==> config.mk <==
export PLATFORM = sky130hd
export DESIGN_NAME = hnf_pcrd_grant_sched
export DESIGN_NICKNAME = d
export VERILOG_FILES = /design/src/rtl/hnf_pcrd_grant_sched.sv
export SDC_FILE = /design/constraint.sdc
export NUM_CORES = 1
export LEC_CHECK = 0
export ABC_AREA = 1
export CAP_MARGIN = 5
export CORE_UTILIZATION = 45
export DETAILED_ROUTE_END_ITERATION = 7
export DONT_BUFFER_PORTS = 1
export PLACE_DENSITY = 0.58
export SETUP_SLACK_MARGIN = 0.2
export SLEW_MARGIN = 40
export SYNTH_ARGS = -nofsm -noshare
export SYNTH_HDL_FRONTEND = slang
export SYNTH_SLANG_ARGS = --single-unit
==> constraint.sdc <==
create_clock -name clk -period 9.4 [get_ports clk]
set_input_delay 1.88 -clock clk [delete_from_list [all_inputs] [get_ports clk]]
set_output_delay 1.88 -clock clk [all_outputs]
set_load 0.01 [all_outputs]
==> src/rtl/hnf_pcrd_grant_sched.sv <==
// rtl/hnf_pcrd_grant_sched.sv - HN-F P-credit grant scheduler: retry queue, free-entry counter, grant issue
module hnf_pcrd_grant_sched #(
    parameter int MSHR_ENTRIES   = 16,
    parameter int RETRY_Q_DEPTH  = 8,
    parameter int SRCID_WIDTH    = 11,
    parameter int PCRDTYPE_WIDTH = 4
) (
    input  logic                                 clk,
    input  logic                                 rst,
    input  logic                                 retry_push_s1,
    input  logic [SRCID_WIDTH-1:0]               retry_srcid_s1,
    input  logic [PCRDTYPE_WIDTH-1:0]            retry_pcrdtype_s1,
    input  logic                                 mshr_alloc_s0,
    input  logic                                 mshr_release,
    output logic                                 pcrdgnt_valid,
    output logic [SRCID_WIDTH-1:0]               pcrdgnt_srcid,
    output logic [PCRDTYPE_WIDTH-1:0]            pcrdgnt_pcrdtype,
    input  logic                                 pcrdgnt_won,
    output logic                                 rxreq_retry_enable_s0,
    output logic [$clog2(MSHR_ENTRIES+1)-1:0]    avail_cnt,
    output logic [1:0]                           err_sticky
);
    localparam int CW = $clog2(MSHR_ENTRIES + 1);
    localparam int PW = $clog2(RETRY_Q_DEPTH);
    localparam int EW = SRCID_WIDTH + PCRDTYPE_WIDTH;
    localparam logic [CW-1:0]        AVAIL_RST = CW'(MSHR_ENTRIES);
    localparam logic signed [CW:0]   AVAIL_MAX = (CW+1)'(MSHR_ENTRIES);

    logic [EW-1:0]  mem_q [RETRY_Q_DEPTH];
    logic [EW-1:0]  mem_d [RETRY_Q_DEPTH];
    logic [PW:0]    wr_ptr_q, wr_ptr_d;
    logic [PW:0]    rd_ptr_q, rd_ptr_d;
    logic [CW-1:0]  avail_q, avail_d;
    logic [1:0]     err_q, err_d;

    logic              q_empty;
    logic              q_full;
    logic              pop;
    logic              push_ok;
    logic [EW-1:0]     head;
    logic signed [CW:0] avail_nxt;

    // Outputs decode registered state only.
    always_comb begin
        q_empty = (wr_ptr_q == rd_ptr_q);
        q_full  = (wr_ptr_q[PW] != rd_ptr_q[PW]) &&
                  (wr_ptr_q[PW-1:0] == rd_ptr_q[PW-1:0]);
        head    = mem_q[rd_ptr_q[PW-1:0]];

        pcrdgnt_valid         = !q_empty && (avail_q != '0);
        pcrdgnt_srcid         = q_empty ? '0 : head[EW-1:PCRDTYPE_WIDTH];
        pcrdgnt_pcrdtype      = q_empty ? '0 : head[PCRDTYPE_WIDTH-1:0];
        rxreq_retry_enable_s0 = (avail_q == '0) || !q_empty;
        avail_cnt             = avail_q;
        err_sticky            = err_q;
    end

    always_comb begin
        pop     = pcrdgnt_won && pcrdgnt_valid;
        // A full queue can still accept a push when the head leaves in the same cycle.
        push_ok = retry_push_s1 && (!q_full || pop);

        mem_d = mem_q;
        if (push_ok) begin
            mem_d[wr_ptr_q[PW-1:0]] = {retry_srcid_s1, retry_pcrdtype_s1};
        end
        wr_ptr_d = wr_ptr_q + {{PW{1'b0}}, push_ok};
        rd_ptr_d = rd_ptr_q + {{PW{1'b0}}, pop};

        avail_nxt = $signed({1'b0, avail_q})
                  + $signed({{CW{1'b0}}, mshr_release})
                  - $signed({{CW{1'b0}}, mshr_alloc_s0})
                  - $signed({{CW{1'b0}}, pop});

        err_d   = err_q;
        avail_d = avail_q;
        if (retry_push_s1 && !push_ok) begin
            err_d[0] = 1'b1;
        end
        if (pcrdgnt_won && !pcrdgnt_valid) begin
            err_d[1] = 1'b1;
        end
        if (avail_nxt[CW] || (avail_nxt > AVAIL_MAX)) begin
            err_d[1] = 1'b1;
        end else begin
            avail_d = avail_nxt[CW-1:0];
        end
    end

    always_ff @(posedge clk or posedge rst) begin
        if (rst) begin
            for (int i = 0; i < RETRY_Q_DEPTH; i++) begin
                mem_q[i] <= '0;
            end
            wr_ptr_q <= '0;
            rd_ptr_q <= '0;
            avail_q  <= AVAIL_RST;
            err_q    <= '0;
        end else begin
            mem_q    <= mem_d;
            wr_ptr_q <= wr_ptr_d;
            rd_ptr_q <= rd_ptr_d;
            avail_q  <= avail_d;
            err_q    <= err_d;
        end
    end
endmodule

==> results of run 1 <==
==> power breakdown <==
part	internal, mW	switching [mW]	total (mW)
Sequential	0.841	0.177	1.02
Clock	0.369	0.240	0.610
Combinational	0.405	0.874	1.28
Total	1.61	1.29	2.91
==> layout by cell type, fill, tap and decap left out, types with 5 or more instances in the layout <==
cell type | netlist | layout
sky130_fd_sc_hd__inv_1 | 25 | 23
sky130_fd_sc_hd__dfrtp_1 | 134 | 133
sky130_fd_sc_hd__nand4_1 | 120 | 120
sky130_fd_sc_hd__clkbuf_8 | 0 | 5
sky130_fd_sc_hd__o22ai_1 | 30 | 30
sky130_fd_sc_hd__ha_1 | 11 | 11
sky130_fd_sc_hd__o21ai_0 | 75 | 75
sky130_fd_sc_hd__nand2_1 | 260 | 260
sky130_fd_sc_hd__xor2_1 | 6 | 6
sky130_fd_sc_hd__clkbuf_1 | 40 | 6
sky130_fd_sc_hd__nor2_1 | 95 | 95
sky130_fd_sc_hd__nand3_2 | 6 | 6
sky130_fd_sc_hd__nor3_2 | 4 | 6
sky130_fd_sc_hd__buf_4 | 1 | 11
sky130_fd_sc_hd__nand3_1 | 16 | 16
sky130_fd_sc_hd__clkbuf_16 | 0 | 17
==> per-stage QoR <==
stage	total power, mW	setup slack, ps	util, %	area (um2)	std cells
finish	2.91	4980	49.7	7560	1035
global route	3.13	4570	49.7	7560	1035
CTS	2.91	4970	49.6	7540	1034
detailed placement	2.29	4720	46.1	7010	1003
global placement	2.25	4880	46.0	7000	1003
floorplan	1.95	3910	-	7020	887
==> worst max-delay path by stage <==
stage	depth (start not counted)	endpoint
5_1_grt	22	avail_cnt[3]
3_5_place_dp	16	avail_cnt[3]
6_report	22	avail_cnt[3]
3_3_place_gp	15	avail_cnt[4]
2_1_floorplan	1	avail_cnt[0]
4_1_cts	22	avail_cnt[3]
==> layer usage <==
layer | global-route usage [%] | part of all wire [%] | wire [um]
met4 | 9.87 | 2.4 | 483
met1 | 38.5 | 45 | 9290
met5 | 0 | 0 | 0
met2 | 40.6 | 46 | 9360
met3 | 5.02 | 6.4 | 1310
==> area by class of cell <==
| type | count | share of cell area [%] |
|---|---|---|
| clock buffer | 28 | 6.84 |
| clock inverter | 3 | 0.199 |
| inverter | 27 | 1.47 |
| multi-input combinational | 641 | 42.2 |
| sequential | 135 | 44.7 |
| tap | 188 | 3.11 |
| timing repair buffer | 13 | 1.44 |
==> worst max-delay path: stages, from the launching register on <==
cell and delay, ps:
sky130_fd_sc_hd__dfrtp_2 380, sky130_fd_sc_hd__buf_4 550, sky130_fd_sc_hd__nand2_1 130, sky130_fd_sc_hd__nand2_1 100
sky130_fd_sc_hd__nand2_1 70, sky130_fd_sc_hd__nor2_2 170, sky130_fd_sc_hd__nand2_1 320, sky130_fd_sc_hd__nand2_1 220
sky130_fd_sc_hd__nor2_1 80, sky130_fd_sc_hd__inv_1 70, sky130_fd_sc_hd__fa_1 160, sky130_fd_sc_hd__inv_1 40
sky130_fd_sc_hd__ha_1 260, sky130_fd_sc_hd__inv_1 60, sky130_fd_sc_hd__ha_1 150, sky130_fd_sc_hd__inv_1 50
sky130_fd_sc_hd__fa_1 410, sky130_fd_sc_hd__nand3b_1 170, sky130_fd_sc_hd__nand2_1 80, sky130_fd_sc_hd__xor2_1 390
sky130_fd_sc_hd__nand2_1 210, sky130_fd_sc_hd__nand3_1 150, sky130_fd_sc_hd__nand2_1 70
==> logic make-up (layout without fill, tap and decap cells) <==
| group | Yosys count | count (layout) | share of synthesized area [%] |
|---|---|---|---|
| AOI/OAI and AO/OA | 112 | 112 | 8.76 |
| xor gates and xnor gates | 8 | 8 | 0.998 |
| adders and majority gates | 13 | 13 | 2.53 |
| buffers and inverters | 111 | 71 | 6.77 |
| DFF | 135 | 135 | 48.1 |
| and+or+nand+nor | 508 | 508 | 32.8 |
==> cell usage after synthesis <==
master / n
sky130_fd_sc_hd__nand2_1: 260
sky130_fd_sc_hd__dfrtp_1: 134
sky130_fd_sc_hd__nand4_1: 120
sky130_fd_sc_hd__nor2_1: 95
sky130_fd_sc_hd__o21ai_0: 75
sky130_fd_sc_hd__clkbuf_1: 40
sky130_fd_sc_hd__o22ai_1: 30
sky130_fd_sc_hd__inv_1: 25
sky130_fd_sc_hd__buf_2: 23
sky130_fd_sc_hd__nand3_1: 16
sky130_fd_sc_hd__clkbuf_2: 15
sky130_fd_sc_hd__ha_1: 11
sky130_fd_sc_hd__nand3_2: 6
sky130_fd_sc_hd__xor2_1: 6
sky130_fd_sc_hd__buf_1: 4
sky130_fd_sc_hd__nor3_2: 4
sky130_fd_sc_hd__a21oi_1: 3
sky130_fd_sc_hd__nor3_1: 3
sky130_fd_sc_hd__fa_1: 2
sky130_fd_sc_hd__inv_2: 2
sky130_fd_sc_hd__nand3b_1: 2
sky130_fd_sc_hd__xnor2_1: 2
sky130_fd_sc_hd__a21bo_2: 1
sky130_fd_sc_hd__a21boi_0: 1
sky130_fd_sc_hd__buf_4: 1
sky130_fd_sc_hd__buf_6: 1
sky130_fd_sc_hd__dfstp_2: 1
sky130_fd_sc_hd__nor2_2: 1
sky130_fd_sc_hd__o211ai_2: 1
sky130_fd_sc_hd__o21bai_1: 1
sky130_fd_sc_hd__or2_2: 1
==> flip-flops by register name, indices dropped and copies added (netlist names) <==
signal / flops
avail_cnt: 5
err_sticky: 2
mem_q: 120
rd_ptr_q: 4
wr_ptr_q: 4
==> results.yml, run 1 <==
detailed_routing:
  detail_route.wirelength_um: 20400
  initialDrtViolationCount: 617
  drt_first_pass_iters: 5
  route.vias.total: 6147
  wl_per_cell_um: 19.8
  vias_per_cell: 5.94
  antenna_left: 0
  drt_drc_violations_left: 0
global_route:
  grtUsageTotal_pct: 26.9
  grt_overflow_total: 0
  first_global_vias: 5822
  grt_max_degree: 131
  antenna_found_initial: 0
  grt_pass1_wl_um: 32900
clock_tree:
  cts_resized: 0
  h-tree-depth: 4
  cts_hold_buf: 0
  clkSlewWorstSetupHoldPaths_ps: 60
  postCtsSetupRepairBufs: 0
  ctsLongestPathBuffers: 2
  ctsRootBufferMaster: "sky130_fd_sc_hd__clkbuf_16"
  clock_tree_from_tritoncts: "yes"
  clkLatencyLatePin_ps: 420
  cts-buffers-inserted: 17
  tritoncts_num_sinks: 135
synth:
  yosysTopAreaCell: "sky130_fd_sc_hd__dfrtp_1"
  synth.yosys.warnings: 0
  synthCells: 887
  synth_area_leaders: "sky130_fd_sc_hd__dfrtp_1 (48%), sky130_fd_sc_hd__nand2_1 (14%), sky130_fd_sc_hd__nand4_1 (11%)"
  mappedNetlistArea_um2: 7020
  synthDistinctLibCells: 31
  postSynthNetCount: 921
  post-synth-top-area-fraction_pct: 47.7
  synth_seq_cells: 135
  synth-seq-area-share_pct: 48.1
  synthesis.area_per_instance_um2: 7.92
setup_path:
  worst_setup_path_end_kind: "flop"
  r2r_setup_slack_ps: 4980
  rr_endpoint: "avail_cnt[3]"
  timing.critical_path.from_type: "flop"
  critical_path.startpoint: "rd_ptr_q[0]"
  worst_ep_required_time_ps: 9710
  crit_arrival_ps: 4720
  critical_path_class: "flop to flop"
  crit_fanout: 62
  reg2regPathDepth: 22
  timing.rr.start: "rd_ptr_q[0]"
finish:
  antenna_cells: 0
  drive_above_1_share_pct: 7.08
  layout_fillers: 1445
  syn2layout_area_growth_pct: 7.57
  register_area_um2: 3380
  multi_input_area_um2: 3190
  nets: 869
die:
  placeableCoreArea_um2: 15200
  row_count: 45
  floorplan.die_area_um2: 16100
  fp.dieW_um: 127
  die_h_um: 127
  floorplan.initialDensity_pct: 46.2
  ios: 45
min_path:
  hold_path_class: "flop to flop"
  worstHoldPathCells: 2
  hp-start: "mem_q[98]"
  timing.hold.worst_endpoint: "mem_q[98]"
timing:
  setup_viol_count_final: 0
  slew_headroom_pct: 46.0
  clock-skew-final_ps: 8.40
  fin_worst_hold_slack_ps: 463
  grt_setup_unrepaired: "no"
  max_slew.worst_pin.slew_ps: 808
  hold_violations: 0
  finalSetupTns_ps: 0
  post-route-min-period_ps: 4420
  timing_max_transition_violations_final: 0
  period_share_pct: 47.0
  fmax_mhz: 226
status:
  status: "complete, no violations"
power_and_ir_drop:
  power_density_nw_per_um2: 385
  power.leakage_nw: 3.72
  max-vdd-ir-drop_mv: 0.143
flow_run:
  max_cap_violations: 0
placed_design:
  globalplace.congestion: 0.848
  place.port_buffers: 0
  dpl.hpwl_um: 11600
Power figures use the tool's default switching activity.
==> inputs of run 2 (changes only) <==
--- a/config.mk
+++ b/config.mk
@@ -10,7 +10,7 @@
 export CORE_UTILIZATION = 45
 export DETAILED_ROUTE_END_ITERATION = 7
 export DONT_BUFFER_PORTS = 1
-export PLACE_DENSITY = 0.58
+export PLACE_DENSITY = 0.6
 export SETUP_SLACK_MARGIN = 0.2
 export SLEW_MARGIN = 40
 export SYNTH_ARGS = -nofsm -noshare
==> constraint.sdc (replaced) <==
create_clock -name clk -period 3.55 [get_ports clk]
set_input_delay 0.71 -clock clk [delete_from_list [all_inputs] [get_ports clk]]
set_output_delay 0.71 -clock clk [all_outputs]
set_load 0.01 [all_outputs]
==> results.yml, run 2 (synthesized netlist as in run 1, its figures left out) <==
status:
  status: "complete, no violations"
finish:
  syn2layout_area_growth_pct: 13.5
  layout_fillers: 1417
  nets: 894
  register_area_um2: 3380
  layout.cell_area.non_filler_um2: 7970
  layout.cells.most_common: "sky130_fd_sc_hd__nand2_1"
  fin_cells: 1061
  final_cell_mix: "sky130_fd_sc_hd__nand2_1 (255), sky130_fd_sc_hd__dfrtp_1 (133), sky130_fd_sc_hd__nand4_1 (120)"
  post-route-util_pct: 52.5
  multi_input_area_um2: 3320
  largest_register_ff_count: 120
  largest_register: "mem_q"
  antenna_cells: 0
  drive_above_1_share_pct: 13.1
global_route:
  grt_max_degree: 131
  grt_overflow_total: 0
  antenna_found_initial: 0
  grtUsageTotal_pct: 28.1
  first_global_vias: 6298
  grt_pass1_wl_um: 34500
die:
  die_h_um: 127
  row_count: 45
  placeableCoreArea_um2: 15200
  floorplan.die_area_um2: 16100
  fp.dieW_um: 127
  ios: 45
  floorplan.initialDensity_pct: 46.2
placed_design:
  placement.setup.worst_slack_ps: 72.1
  number_of_placed_cells_counting_well_taps: 1024
  place.port_buffers: 0
  globalplace.congestion: 0.853
  dpl.hpwl_um: 12100
  postPlaceCellArea_um2: 7190
detailed_routing:
  initialDrtViolationCount: 581
  vias_per_cell: 6.01
  route.vias.total: 6379
  detail_route.wirelength_um: 21700
  topRoutingLayerUsed: "met4"
  antenna_left: 0
  drt_first_pass_iters: 6
  dr_wl_met2_um: 10400
  met3WireLength_um: 1880
  wl_per_cell_um: 20.5
  drt_drc_violations_left: 0
  route.layer.met1.wl_um: 9150
setup_path:
  r2r_setup_slack_ps: 220
  worst_ep_required_time_ps: 3850
  crit_arrival_ps: 3630
  critical_path.slowest_cell: "sky130_fd_sc_hd__dfstp_2"
  delay_heaviest_family_cp: "adder cells"
  reg2regPathDepth: 18
  crit_fanout: 5
  cp_num_buf_inv: 4
  crit_path_frequent_cell: "sky130_fd_sc_hd__inv_2"
  cp_slowest_stage_delay_ps: 630
  rr_endpoint: "avail_cnt[3]"
  critical_path_class: "flop to flop"
  worstPathCellList: "inv_2 > nand2_2 > nor2_4 > inv_2 > nand2_4 > nor2_4 > inv_2 > fa_2 > ha_4 > ha_4 > inv_2 > fa_2 > nand3b_1 > nand2_2 > xor2_4 > nand2_4 > nand3_2 > nand2_1"
  worst_setup_path_end_kind: "flop"
  timing.critical_path.from_type: "flop"
  timing.rr.start: "avail_cnt[4]"
clock_tree:
  h-tree-depth: 4
  clock_tree_from_tritoncts: "yes"
  cts_hold_buf: 0
  ctsRootBufferMaster: "sky130_fd_sc_hd__clkbuf_16"
  cts-buffers-inserted: 17
  clkSlewWorstSetupHoldPaths_ps: 60
  tritoncts_num_sinks: 135
  clkLatencyLatePin_ps: 410
  ctsLongestPathBuffers: 2
timing:
  post-route-min-period_ps: 3330
  setup_viol_count_final: 0
  fmax_mhz: 300
  period_share_pct: 93.9
  fin_worst_hold_slack_ps: 178
  grt_setup_unrepaired: "yes"
  max_slew.worst_pin.slew_ps: 697
  slew_headroom_pct: 53.5
  finalSetupTns_ps: 0
  hold_violations: 0
  clock-skew-final_ps: 6.82
  final.setup.worst_slack_ps: 217
  timing_max_transition_violations_final: 0
power_and_ir_drop:
  power.leakage_nw: 3.91
  power_density_nw_per_um2: 1060
  max-vdd-ir-drop_mv: 0.440
  post-layout-total-power_mw: 8.45
flow_run:
  max_cap_violations: 0
min_path:
  hold_path_class: "primary input to async pin"
-- run 2: cell count changes in the layout (fill, tap and decap cells not counted), moves of 3 or more --
cell,change
sky130_fd_sc_hd__nand3_1,-5
sky130_fd_sc_hd__inv_1,-5
sky130_fd_sc_hd__buf_4,+24
sky130_fd_sc_hd__clkbuf_1,-4
sky130_fd_sc_hd__nand2_4,+3
sky130_fd_sc_hd__bufinv_16,+3
sky130_fd_sc_hd__inv_2,+6
sky130_fd_sc_hd__nand3_2,+5
sky130_fd_sc_hd__nand2_1,-5
-- run 2: how the worst max path moves through the flow --
stage | depth (start not counted) | endpoint | start | slack (ps)
detailed placement | 20 | avail_cnt[2] | avail_cnt[4] | 70
floorplan | 23 | avail_cnt[0] | rd_ptr_q[0] | 250
finish | 18 | avail_cnt[3] | avail_cnt[4] | 220
CTS | 20 | avail_cnt[2] | avail_cnt[4] | 210
global route | 20 | avail_cnt[1] | rd_ptr_q[1] | 100
global placement | 19 | avail_cnt[4] | avail_cnt[4] | 200
-- run 2: cell type report --
cell class                 instances  area share (%)
multi-input combinational        641            41.6
sequential                       135            42.4
clock inverter                     8            1.47
tap                              188            2.95
clock buffer                      24            6.29
timing repair buffer              38            3.94
inverter                          27            1.32
-- run 2: power breakdown --
part / internal [mW] / switching, mW
Sequential: 2.23 / 0.375
Clock: 1.19 / 0.644
Combinational: 1.34 / 2.67
Total: 4.76 / 3.69
-- run 2: repair_timing --
action,CTS,global route
pin swaps,3,15
setup buffers,1,4
endpoints found under the hold margin,0,0
gates resized for setup,9,26
setup endpoints to repair,6,6
-- run 2: routing by layer --
metal	global-route usage, %	vias up
li1	-	2961
met1	36.8	3095
met2	45.7	296
met3	7.51	27
met4	8.54	0
met5	0	-
==> inputs of run 3 (changes only) <==
--- a/config.mk
+++ b/config.mk
@@ -10,6 +10,7 @@
 export CORE_UTILIZATION = 45
 export DETAILED_ROUTE_END_ITERATION = 7
 export DONT_BUFFER_PORTS = 1
+export HOLD_SLACK_MARGIN = 0.03
 export PLACE_DENSITY = 0.6
 export SETUP_SLACK_MARGIN = 0.2
 export SLEW_MARGIN = 40
==> results of run 3 <==
No change in the layout: final DEF, timing and power equal those of run 2.
